[src/rtl/imm_gen_pipe.sv]
// Registered immediate generator for decode: format mux, pc-relative adder,
// and a two-entry elastic stage (output register + skid) in front of execute.
module imm_gen_pipe #(
  parameter int DATA_WIDTH = 32
) (
  input  logic                  clk,
  input  logic                  rst,
  input  logic                  in_valid,
  output logic                  in_ready,
  input  logic [31:0]           instr,
  input  logic [DATA_WIDTH-1:0] pc,
  input  logic [2:0]            ImmSrc,
  input  logic                  flush,
  output logic                  out_valid,
  input  logic                  out_ready,
  output logic [DATA_WIDTH-1:0] ImmOp,
  output logic [DATA_WIDTH-1:0] TargetAddr
);

  if (DATA_WIDTH != 32 && DATA_WIDTH != 64) begin : g_bad_width
    $error("imm_gen_pipe: DATA_WIDTH must be 32 or 64");
  end

  // Bit 0 marks the output register full, bit 1 the skid entry full, so the
  // handshake outputs come straight off the state flops.
  typedef enum logic [1:0] {
    EMPTY = 2'b00,
    ONE   = 2'b01,
    FULL  = 2'b11
  } state_t;

  state_t state, state_nxt;

  logic [63:0]           imm64;
  logic [DATA_WIDTH-1:0] imm, tgt;
  logic [DATA_WIDTH-1:0] skid_imm, skid_tgt;
  logic                  accept, consume;
  logic                  load_out, load_skid, from_skid;
  logic                  unused;

  assign unused = ^{instr[6:0], imm64};

  // Built at 64 bits and truncated, so RV32 gets the same sign extension.
  always_comb begin
    imm64 = '0;
    case (ImmSrc)
      3'b001:  imm64 = {{52{instr[31]}}, instr[31:25], instr[11:7]};
      3'b010:  imm64 = {{51{instr[31]}}, instr[31], instr[7], instr[30:25],
                        instr[11:8], 1'b0};
      3'b011:  imm64 = {{32{instr[31]}}, instr[31:12], 12'b0};
      3'b100:  imm64 = {{43{instr[31]}}, instr[31], instr[19:12], instr[20],
                        instr[30:21], 1'b0};
      3'b101:  imm64 = (DATA_WIDTH == 64) ? {58'b0, instr[25:20]}
                                          : {59'b0, instr[24:20]};
      3'b110:  imm64 = {59'b0, instr[19:15]};
      default: imm64 = {{52{instr[31]}}, instr[31:20]};
    endcase
  end

  assign imm = imm64[DATA_WIDTH-1:0];
  assign tgt = pc + imm;

  assign out_valid = state[0];
  assign in_ready  = ~state[1];
  assign accept    = in_valid & in_ready & ~flush;
  assign consume   = out_valid & out_ready;

  always_comb begin
    state_nxt = state;
    load_out  = 1'b0;
    load_skid = 1'b0;
    from_skid = 1'b0;
    if (flush) begin
      state_nxt = EMPTY;
    end else begin
      case (state)
        EMPTY: begin
          if (accept) begin
            state_nxt = ONE;
            load_out  = 1'b1;
          end
        end
        ONE: begin
          if (accept && consume) begin
            load_out = 1'b1;
          end else if (accept) begin
            state_nxt = FULL;
            load_skid = 1'b1;
          end else if (consume) begin
            state_nxt = EMPTY;
          end
        end
        FULL: begin
          if (consume) begin
            state_nxt = ONE;
            from_skid = 1'b1;
          end
        end
        default: state_nxt = EMPTY;
      endcase
    end
  end

  always_ff @(posedge clk) begin
    if (rst) state <= EMPTY;
    else     state <= state_nxt;
  end

  always_ff @(posedge clk) begin
    if (load_out) begin
      ImmOp      <= imm;
      TargetAddr <= tgt;
    end else if (from_skid) begin
      ImmOp      <= skid_imm;
      TargetAddr <= skid_tgt;
    end
    if (load_skid) begin
      skid_imm <= imm;
      skid_tgt <= tgt;
    end
  end

endmodule

[config.mk]
export PLATFORM = sky130hd
export DESIGN_NAME = imm_gen_pipe
export DESIGN_NICKNAME = d
export VERILOG_FILES = /design/src/rtl/imm_gen_pipe.sv
export SDC_FILE = /design/constraint.sdc
export NUM_CORES = 1
export LEC_CHECK = 0
export CAP_MARGIN = 30
export CORE_ASPECT_RATIO = 0.75
export CORE_MARGIN = 8
export CORE_UTILIZATION = 47
export DETAILED_ROUTE_END_ITERATION = 10
export PLACE_DENSITY = 0.73
export SETUP_SLACK_MARGIN = 0.02
export SLEW_MARGIN = 20
export SYNTH_ARGS = -nofsm -noshare
export SYNTH_HDL_FRONTEND = slang
export SYNTH_SLANG_ARGS = --single-unit
[constraint.sdc]
create_clock -name clk -period 6.8 [get_ports clk]
set_clock_uncertainty 0.2 [all_clocks]
set_input_delay 1.7 -clock clk [delete_from_list [all_inputs] [get_ports clk]]
set_output_delay 1.7 -clock clk [all_outputs]
set_load 0.005 [all_outputs]
==> results of run 1 <==
-- worst max-delay path, stage by stage --
cell,delay [ps]
clkdlybuf4s50_1,960
nor3b_1,130
a311oi_1,330
a31oi_1,150
ha_1,300
fa_1,440
a211oi_1,280
o21bai_2,170
a21oi_2,260
o21a_1,380
a2111o_1,310
nand2_1,160
a221o_1,370
-- cell type report --
type                    instances  area (um^2)  area share
clock buffers                  18          429      0.0453
clock inverters                14          130      0.0137
inverters                      11         41.3     0.00436
multi-input cells             523         3330       0.351
flip-flops and latches        130         3880       0.410
well taps                     205          256      0.0271
repair buffers                141         1400       0.148
-- where the power goes --
group	total (W)	internal, W	switching, W
clock network	0.000870	0.000507	0.000363
logic	0.000484	0.000204	0.000279
registers	0.000939	0.000932	0.00000762
-- cell usage after synthesis, types with 3 or more instances --
| master | n |
|---|---|
| buf_4 | 3 |
| inv_1 | 10 |
| edfxtp_1 | 128 |
| xor2_1 | 12 |
| nor2_1 | 28 |
| nand4_1 | 10 |
| a31o_2 | 4 |
| nand3_1 | 11 |
| buf_1 | 8 |
| a211o_1 | 7 |
| clkbuf_1 | 26 |
| o31ai_1 | 3 |
| xnor2_1 | 18 |
| nor2b_1 | 10 |
| o21bai_1 | 6 |
| o21a_1 | 6 |
| nand2_1 | 141 |
| a21o_1 | 12 |
| o211ai_1 | 5 |
| mux2i_1 | 3 |
| a211oi_1 | 8 |
| nor3_1 | 9 |
| o21ai_0 | 49 |
| mux2_2 | 27 |
| a21oi_1 | 68 |
| and2_1 | 4 |
| a31oi_1 | 3 |
| and3_1 | 5 |
| ha_1 | 35 |
-- stage by stage --
stage / util / instance area [um^2]
final: 0.618 / 9470
after global routing: 0.618 / 9470
after CTS: 0.616 / 9450
after detailed placement: 0.580 / 8890
after global placement: 0.580 / 8890
after floorplan: - / 7390
-- per-layer routing --
metal / track usage / vias to the layer above / share of wire
met5: 0 / - / 0
met4: 0.0445 / 0 / 0.0083
met3: 0.0651 / 15 / 0.079
met2: 0.305 / 193 / 0.45
met1: 0.277 / 2848 / 0.47
li1: - / 2847 / -
-- worst max path at each step --
stage                          from              to  slack, ps  cells past startpoint
after detailed placement  ImmSrc[1]  TargetAddr[26]        500                     12
after floorplan               flush     skid_imm[0]        910                      4
after global placement    ImmSrc[1]  TargetAddr[26]        620                     12
after CTS                 ImmSrc[1]  TargetAddr[26]        880                     13
final                     ImmSrc[1]  TargetAddr[26]        830                     13
after global routing      ImmSrc[1]  TargetAddr[26]        600                     13
-- cell families after synthesis --
family                     Yosys count  synth area share
AOI/OAI and AO/OA                  194             0.164
xor gates and xnor gates            30            0.0355
adders and majority gates           36            0.0619
buffers and inverters               50            0.0281
DFF                                130             0.525
muxes                               30            0.0452
and+or+nand+nor                    233             0.140
-- state kept, by name (all words and copies together) (netlist names) --
| name | cells |
|---|---|
| ImmOp | 32 |
| TargetAddr | 32 |
| skid_imm | 32 |
| skid_tgt | 32 |
| state | 2 |
==> reports/metrics.csv, run 1 <==
metric,value,unit
route.detailed.drc,0,
synthCells,703,
hold_viol,0,
drv_cap,0,
gr-total-overflow,0,
ant_nets,0,
cts_resized,0,
syn2layout_area_growth,28.1,%
pin_count,138,
worstSetupPathType,input pin to flip-flop,
timing.final.crit_share,0.879,
rsz0062_at_grt,no,
track_usage,0.202,
place.gp.congestion,0.907,
clock_latency,420,ps
drtIter0Drc,393,
async_flop_share,0,
wirelength,20500,um
r2r_slack,3790,ps
initial_core_util,0.483,
coreArea,15300,um^2
cp_max_fo,24,
ys_dominant_reg_cell,edfxtp_1,
dp_cells,1009,
nets,932,
worstMarginPinSlew,928,ps
ys_ff_latch,130,
fmax,0.167,GHz
core.rowCount,39,
ir_drop,217,uV
cts_hold_buf,0,
slew_viol_final,0,
hold_class,flip-flop to flip-flop,
reg2regPathDepth,6,
cellLeakagePower,3.53,nW
yosys.area.top_type,edfxtp_1,
endpoint_kind,flip-flop,
post-cts-setup-buffers,0,
clk_pin_slew,60,ps
finalSetupTns,0,ps
whs,320,ps
status,"complete, no violations",
setup_viol_count_final,0,
hold_start,skid_tgt[1],
tritoncts,done,
die_area,20000,um^2
final_common_cell,nand2_1,
die_h,125,um
drive_gt1_frac,0.0956,
wl_per_cell,19.7,um
clockRootBuffer,clkbuf_16,
min_path_cells,2,
hpwlAfterDp,15000,um
finalCriticalPeriod,5970,ps
arrival,5940,ps
synth_cell_types,63,
synth_area,7390,um^2
grt_max_degree,65,
n_fill_cell,1236,
yosysWarnings,0,
relSlewSlack,0.382,
power_density,242,nW/um^2
setup_ws,826,ps
grt_first_pass_wirelength,32000,um
grt_antenna_before_repair,0,
mappedNetlistNets,811,
fin_cells,1042,
avgViaCountPerCell,5.67,
r2r_start,state[0],
first_pass_iters,7,
clock_path_buffers,2,
worstPathRequired,6770,ps
cts.sinks,130,
die-width,161,um
htree_levels,4,
synth-edff-count,128,
seq_area_frac_synth,0.525,
power.total,0.00229,W
numCtsBuffers,17,
io_buffers,130,
synth.avg_cell_area,10.5,um^2
first_global_vias,5776,
synth_top_area_frac,0.520,
layout_common_cells,"140 x nand2_1, 130 x clkdlybuf4s50_1, 128 x edfxtp_1, 67 x a21oi_1, 48 x o21ai_0",
pre_cts_ws,500,ps
worstHoldEndpoint,TargetAddr[1],
synthTopCellsByArea,"edfxtp_1 52%, nand2_1 7.2%, ha_1 5.9%, a21oi_1 4.6%, mux2_2 4.1%",
start_kind,input pin,
antenna_cells,0,
vias,5903,
worstReg2RegEnd,ImmOp[24],
Power figures use the tool's default switching activity.
==> inputs of run 2 (changes only) <==
--- a/config.mk
+++ b/config.mk
@@ -8,10 +8,11 @@
 export CAP_MARGIN = 30
 export CORE_ASPECT_RATIO = 0.75
 export CORE_MARGIN = 8
-export CORE_UTILIZATION = 47
+export CORE_UTILIZATION = 30
 export DETAILED_ROUTE_END_ITERATION = 10
-export PLACE_DENSITY = 0.73
+export MAX_ROUTING_LAYER = met4
 export SETUP_SLACK_MARGIN = 0.02
+export SKIP_LAST_GASP = 1
 export SLEW_MARGIN = 20
 export SYNTH_ARGS = -nofsm -noshare
 export SYNTH_HDL_FRONTEND = slang
==> reports/metrics.csv, run 2 (synthesis results as in run 1) <==
metric,value,unit,change
die_h,152,um,was 125 um
multi_input_area,3330,um^2,unchanged
clk_pin_slew,60,ps,about the same
clock_latency,420,ps,about the same
place.gp.congestion,0.903,,was 0.907
cp_max_fo,24,,unchanged
fmax,0.165,GHz,was 0.167 GHz
pre_cts_ws,457,ps,was 500 ps
post-cts-setup-buffers,0,,unchanged
fin_cells,1177,,was 1042
placed_area,9100,um^2,was 8890 um^2
tritoncts,done,,unchanged
die_area,30000,um^2,was 20000 um^2
numCtsBuffers,17,,unchanged
htree_levels,4,,unchanged
start_kind,input pin,,unchanged
endpoint_kind,flip-flop,,unchanged
die-width,197,um,was 161 um
cts_resized,0,,unchanged
slew_viol_final,0,,unchanged
timing.final.crit_share,0.889,,was 0.879
fin_area,9660,um^2,was 9470 um^2
p_clk_frac,0.381,,was 0.380
setup_ws,755,ps,was 826 ps
crit_slowest_cell,clkdlybuf4s50_1,,unchanged
intPower,0.00162,W,was 0.00164 W
critPathCapture,TargetAddr[24],,was TargetAddr[26]
worstMarginPinSlew,949,ps,was 928 ps
wl_per_cell,18.3,um,was 19.7 um
grt_first_pass_wirelength,33200,um,was 32000 um
hold_viol,0,,unchanged
nets,938,,was 932
io_buffers,130,,unchanged
swShare,0.297,,was 0.283
worstSetupPathType,input pin to flip-flop,,unchanged
ant_nets,0,,unchanged
path_cells,clkdlybuf4s50_1 -> a21oi_1 -> a21oi_1 -> nor2b_1 -> ha_1 -> and4_1 -> o2bb2ai_1 -> a311oi_1 -> o21a_1 -> a211oi_1 -> nor3_1 -> a311o_1,,was clkdlybuf4s50_1 -> nor3b_1 -> a311oi_1 -> a31oi_1 -> ha_1 -> fa_1 -> a211oi_1 -> o21bai_2 -> a21oi_2 -> o21a_1 -> a2111o_1 -> nand2_1 -> a221o_1
cts_hold_buf,0,,unchanged
ir_drop,166,uV,was 217 uV
avgViaCountPerCell,5.02,,was 5.67
seqPwrFrac,0.407,,was 0.410
route.detailed.drc,0,,unchanged
status,"complete, no violations",,unchanged
first_pass_iters,6,,was 7
cts.sinks,130,,unchanged
finalSetupTns,0,ps,unchanged
grt_max_degree,65,,unchanged
final_common_cell,nand2_1,,unchanged
grt_antenna_before_repair,2,,was 0
track_usage,0.148,,was 0.202
gr-total-overflow,0,,unchanged
wirelength,21500,um,was 20500 um
first_global_vias,5713,,was 5776
drv_cap,0,,unchanged
worstPathRequired,6770,ps,about the same
rsz0062_at_grt,no,,unchanged
clock_path_buffers,2,,unchanged
pin_count,138,,unchanged
drtIter0Drc,571,,was 393
dp_cells,1142,,was 1009
syn2layout_area_growth,30.7,%,was 28.1%
relSlewSlack,0.367,,was 0.382
worstReg2RegEnd,TargetAddr[25],,was ImmOp[24]
coreArea,24100,um^2,was 15300 um^2
vias,5914,,was 5903
r2r_start,state[0],,unchanged
reg2regPathDepth,6,,unchanged
cellLeakagePower,3.55,nW,was 3.53 nW
core.rowCount,49,,was 39
layout_common_cells,"140 x nand2_1, 130 x clkdlybuf4s50_1, 128 x edfxtp_1, 67 x a21oi_1, 48 x o21ai_0",,unchanged
clockRootBuffer,clkbuf_16,,unchanged
hpwlAfterDp,16200,um,was 15000 um
finalCriticalPeriod,6050,ps,was 5970 ps
critPathMaxStageDelay,1050,ps,was 960 ps
initial_core_util,0.307,,was 0.483
r2r_slack,3920,ps,was 3790 ps
arrival,6020,ps,was 5940 ps
startpoint,ImmSrc[1],,unchanged
final-seq-area,3880,um^2,unchanged
power_density,239,nW/um^2,was 242 nW/um^2
p_comb_frac,0.211,,about the same
drive_gt1_frac,0.104,,was 0.0956
p_sw,0.000685,W,was 0.000650 W
hold_class,flip-flop to flip-flop,,unchanged
n_fill_cell,2339,,was 1236
setup_viol_count_final,0,,unchanged
crit_path_frequent_cell,a21oi_1,,
[run 2: worst max-delay path, delay by kind of cell]
kind / cells / cell delay [ps]
AO/OA/AOI/OAI: 7 / 2130
adder cells (fa/ha/maj): 1 / 510
buffers and inverters: 1 / 1050
AND/OR/NAND/NOR: 3 / 600
[run 2: how the worst min path moves through the flow]
stage	startpoint	to	cells after the start
after floorplan	skid_tgt[0]	TargetAddr[0]	2
after global placement	skid_tgt[9]	TargetAddr[9]	2
after detailed placement	skid_imm[3]	ImmOp[3]	2
after CTS	skid_imm[3]	ImmOp[3]	2
after global routing	skid_tgt[3]	TargetAddr[3]	2
final	skid_imm[3]	ImmOp[3]	2
[run 2: per-layer routing]
layer,share of wire,global-route usage,vias to the layer above
met4,0.0076,0.0322,0
met5,0,-,-
li1,-,-,2886
met3,0.077,0.0386,14
met2,0.41,0.199,206
met1,0.51,0.217,2808
[run 2: power groups by stage]
stage | registers [W] | clock network (W) | logic (W)
after detailed placement | 0.000957 | 0 | 0.000481
after global routing | 0.000942 | 0.000936 | 0.000538
after floorplan | 0.000959 | 0 | 0.000296
after CTS | 0.000940 | 0.000896 | 0.000485
after global placement | 0.000957 | 0 | 0.000476
final | 0.000940 | 0.000879 | 0.000488
[run 2: stage by stage]
| step | util | power [W] | hold WS, ps |
|---|---|---|---|
| finish | 0.401 | 0.00231 | 316 |
| global placement | 0.378 | 0.00143 | 304 |
| global route | 0.401 | 0.00241 | 339 |
| floorplan | - | 0.00126 | 291 |
| detailed placement | 0.378 | 0.00144 | 304 |
| CTS | 0.401 | 0.00232 | 320 |
[run 2: final cells by class]
type	count	share of cell area
flip-flops and latches	130	0.402
multi-input cells	523	0.344
repair buffers	147	0.148
diodes	3	0.000777
well taps	331	0.0429
inverters	11	0.00427
clock inverters	15	0.0140
clock buffers	17	0.0440
==> inputs of run 3 (changes only) <==
--- a/config.mk
+++ b/config.mk
@@ -7,7 +7,7 @@
 export LEC_CHECK = 0
 export CAP_MARGIN = 30
 export CORE_ASPECT_RATIO = 0.75
-export CORE_MARGIN = 8
+export CORE_MARGIN = 2
 export CORE_UTILIZATION = 30
 export DETAILED_ROUTE_END_ITERATION = 10
 export MAX_ROUTING_LAYER = met4
==> reports/metrics.csv, run 3 (synthesis results as in run 1) <==
metric,value,unit,change
drive_gt1_frac,0.100,,was 0.104
crit_family,simple AND/OR/NAND/NOR gates,,was compound AO/OA/AOI/OAI gates
status,"complete, no violations",,unchanged
io_buffers,130,,unchanged
wl_per_cell,17.7,um,was 18.3 um
reg2regPathDepth,5,,was 6
final_common_cell,nand2_1,,unchanged
endpoint_kind,flip-flop,,unchanged
timing.final.crit_share,0.857,,was 0.889
clock_latency,430,ps,was 420 ps
setup_viol_count_final,0,,unchanged
power.total,0.00230,W,was 0.00231 W
vias,5837,,was 5914
worstPathRequired,6860,ps,was 6770 ps
pin_count,138,,unchanged
cp_num_cells,12,,unchanged
cellLeakagePower,3.53,nW,was 3.55 nW
start_kind,input pin,,unchanged
drtIter0Drc,529,,was 571
fmax,0.172,GHz,was 0.165 GHz
hold_viol,0,,unchanged
first_global_vias,5441,,was 5713
route.detailed.drc,0,,unchanged
post-cts-setup-buffers,0,,unchanged
cts_hold_buf,0,,unchanged
die_area,25900,um^2,was 30000 um^2
arrival,5890,ps,was 6020 ps
grt_first_pass_wirelength,31600,um,was 33200 um
worstSetupPathType,input pin to flip-flop,,unchanged
finalSetupTns,0,ps,unchanged
clockRootBuffer,clkbuf_16,,unchanged
wirelength,20700,um,was 21500 um
crit_slowest_cell,nor3_1,,was clkdlybuf4s50_1
grt_antenna_before_repair,1,,was 2
ir_drop,163,uV,was 166 uV
worst-path-buf-inv,1,,unchanged
path_cells,clkdlybuf4s50_1 -> nor3_1 -> a21oi_1 -> o21ai_0 -> ha_1 -> and4_1 -> o2bb2ai_1 -> a311oi_1 -> o21a_1 -> a211oi_1 -> or4b_1 -> o2111ai_1,,was clkdlybuf4s50_1 -> a21oi_1 -> a21oi_1 -> nor2b_1 -> ha_1 -> and4_1 -> o2bb2ai_1 -> a311oi_1 -> o21a_1 -> a211oi_1 -> nor3_1 -> a311o_1
core.rowCount,49,,unchanged
hpwlAfterDp,15200,um,was 16200 um
finalCriticalPeriod,5830,ps,was 6050 ps
slew_viol_final,0,,unchanged
cts.sinks,130,,unchanged
p_sw,0.000683,W,was 0.000685 W
layout_common_cells,"140 x nand2_1, 130 x clkdlybuf4s50_1, 128 x edfxtp_1, 67 x a21oi_1, 48 x o21ai_0",,unchanged
clk_pin_slew,60,ps,about the same
place.gp.congestion,0.884,,was 0.903
p_clk_frac,0.380,,was 0.381
initial_core_util,0.307,,unchanged
cp_max_fo,16,,was 24
track_usage,0.169,,was 0.148
coreArea,24100,um^2,unchanged
die_h,140,um,was 152 um
min_path_cells,2,,unchanged
worstMarginPinSlew,927,ps,was 949 ps
relSlewSlack,0.382,,was 0.367
ant_nets,0,,unchanged
avgViaCountPerCell,4.98,,was 5.02
p_comb_frac,0.211,,about the same
first_pass_iters,5,,was 6
intPower,0.00162,W,about the same
tritoncts,done,,unchanged
rsz0062_at_grt,no,,unchanged
syn2layout_area_growth,30.3,%,was 30.7%
cts_resized,0,,unchanged
clock_path_buffers,2,,unchanged
critPathMaxStageDelay,760,ps,was 1050 ps
gr-total-overflow,0,,unchanged
numCtsBuffers,17,,unchanged
n_fill_cell,2348,,was 2339
nets,934,,was 938
seqPwrFrac,0.409,,was 0.407
hold_class,flip-flop to flip-flop,,unchanged
swShare,0.297,,about the same
drv_cap,0,,unchanged
die-width,185,um,was 197 um
htree_levels,4,,unchanged
power_density,239,nW/um^2,about the same
grt_max_degree,65,,unchanged
run 3: cell count changes in the layout (fill, tap and decap cells not counted), sizes merged:
cell | before | now
inv | 21 | 20
diode | 3 | 1
clkinv | 2 | 4
buf | 17 | 13
clkinvlp | 3 | 2
run 3: metrics by stage:
stage,util,instance area [um^2],hold slack (ps),instances,setup WS [ps]
after floorplan,-,7390,291,703,915
after global placement,0.376,9070,304,1138,613
after detailed placement,0.376,9070,305,1138,572
after CTS,0.400,9630,320,1170,1020
after global routing,0.400,9630,331,1171,697
final,0.400,9630,313,1171,971
run 3: area by class of cell:
class	count	area [um^2]	area share
timing repair buffer	143	1400	0.145
clock buffer	17	425	0.0442
sequential	130	3880	0.403
antenna	1	2.50	0.000260
multi-input combinational	523	3330	0.346
clock inverter	15	136	0.0142
tap	331	414	0.0430
inverter	11	41.3	0.00429
run 3: path summary, 6_finish.rpt:
kind                                   from       endpoint  slack, ps
worst min register to register  skid_tgt[0]  TargetAddr[0]        310
worst max register to register     state[0]      ImmOp[20]       3640
worst max-delay path              ImmSrc[1]   skid_tgt[24]        970
worst min-delay path            skid_tgt[0]  TargetAddr[0]        310
run 3: power groups by stage:
stage | sequential (W) | combinational [W] | clock [W]
floorplan | 0.000959 | 0.000296 | 0
global placement | 0.000958 | 0.000472 | 0
detailed placement | 0.000957 | 0.000479 | 0
CTS | 0.000940 | 0.000483 | 0.000896
global route | 0.000942 | 0.000535 | 0.000922
finish | 0.000940 | 0.000486 | 0.000875
run 3: per-layer routing:
layer / track usage / routed length (um)
met3: 0.0437 / 1580
met1: 0.253 / 10500
met2: 0.223 / 8450
met5: - / 0
met4: 0.0405 / 197
run 3: worst reg2reg max path, delay by kind of cell (launching register included):
family | cells | cell delay (ps)
adder cells (fa/ha/maj) | 1 | 250
multiplexers | 1 | 420
AND/OR/NAND/NOR | 1 | 230
AO/OA/AOI/OAI | 1 | 710
buffers and inverters | 1 | 520
flip-flops | 1 | 550
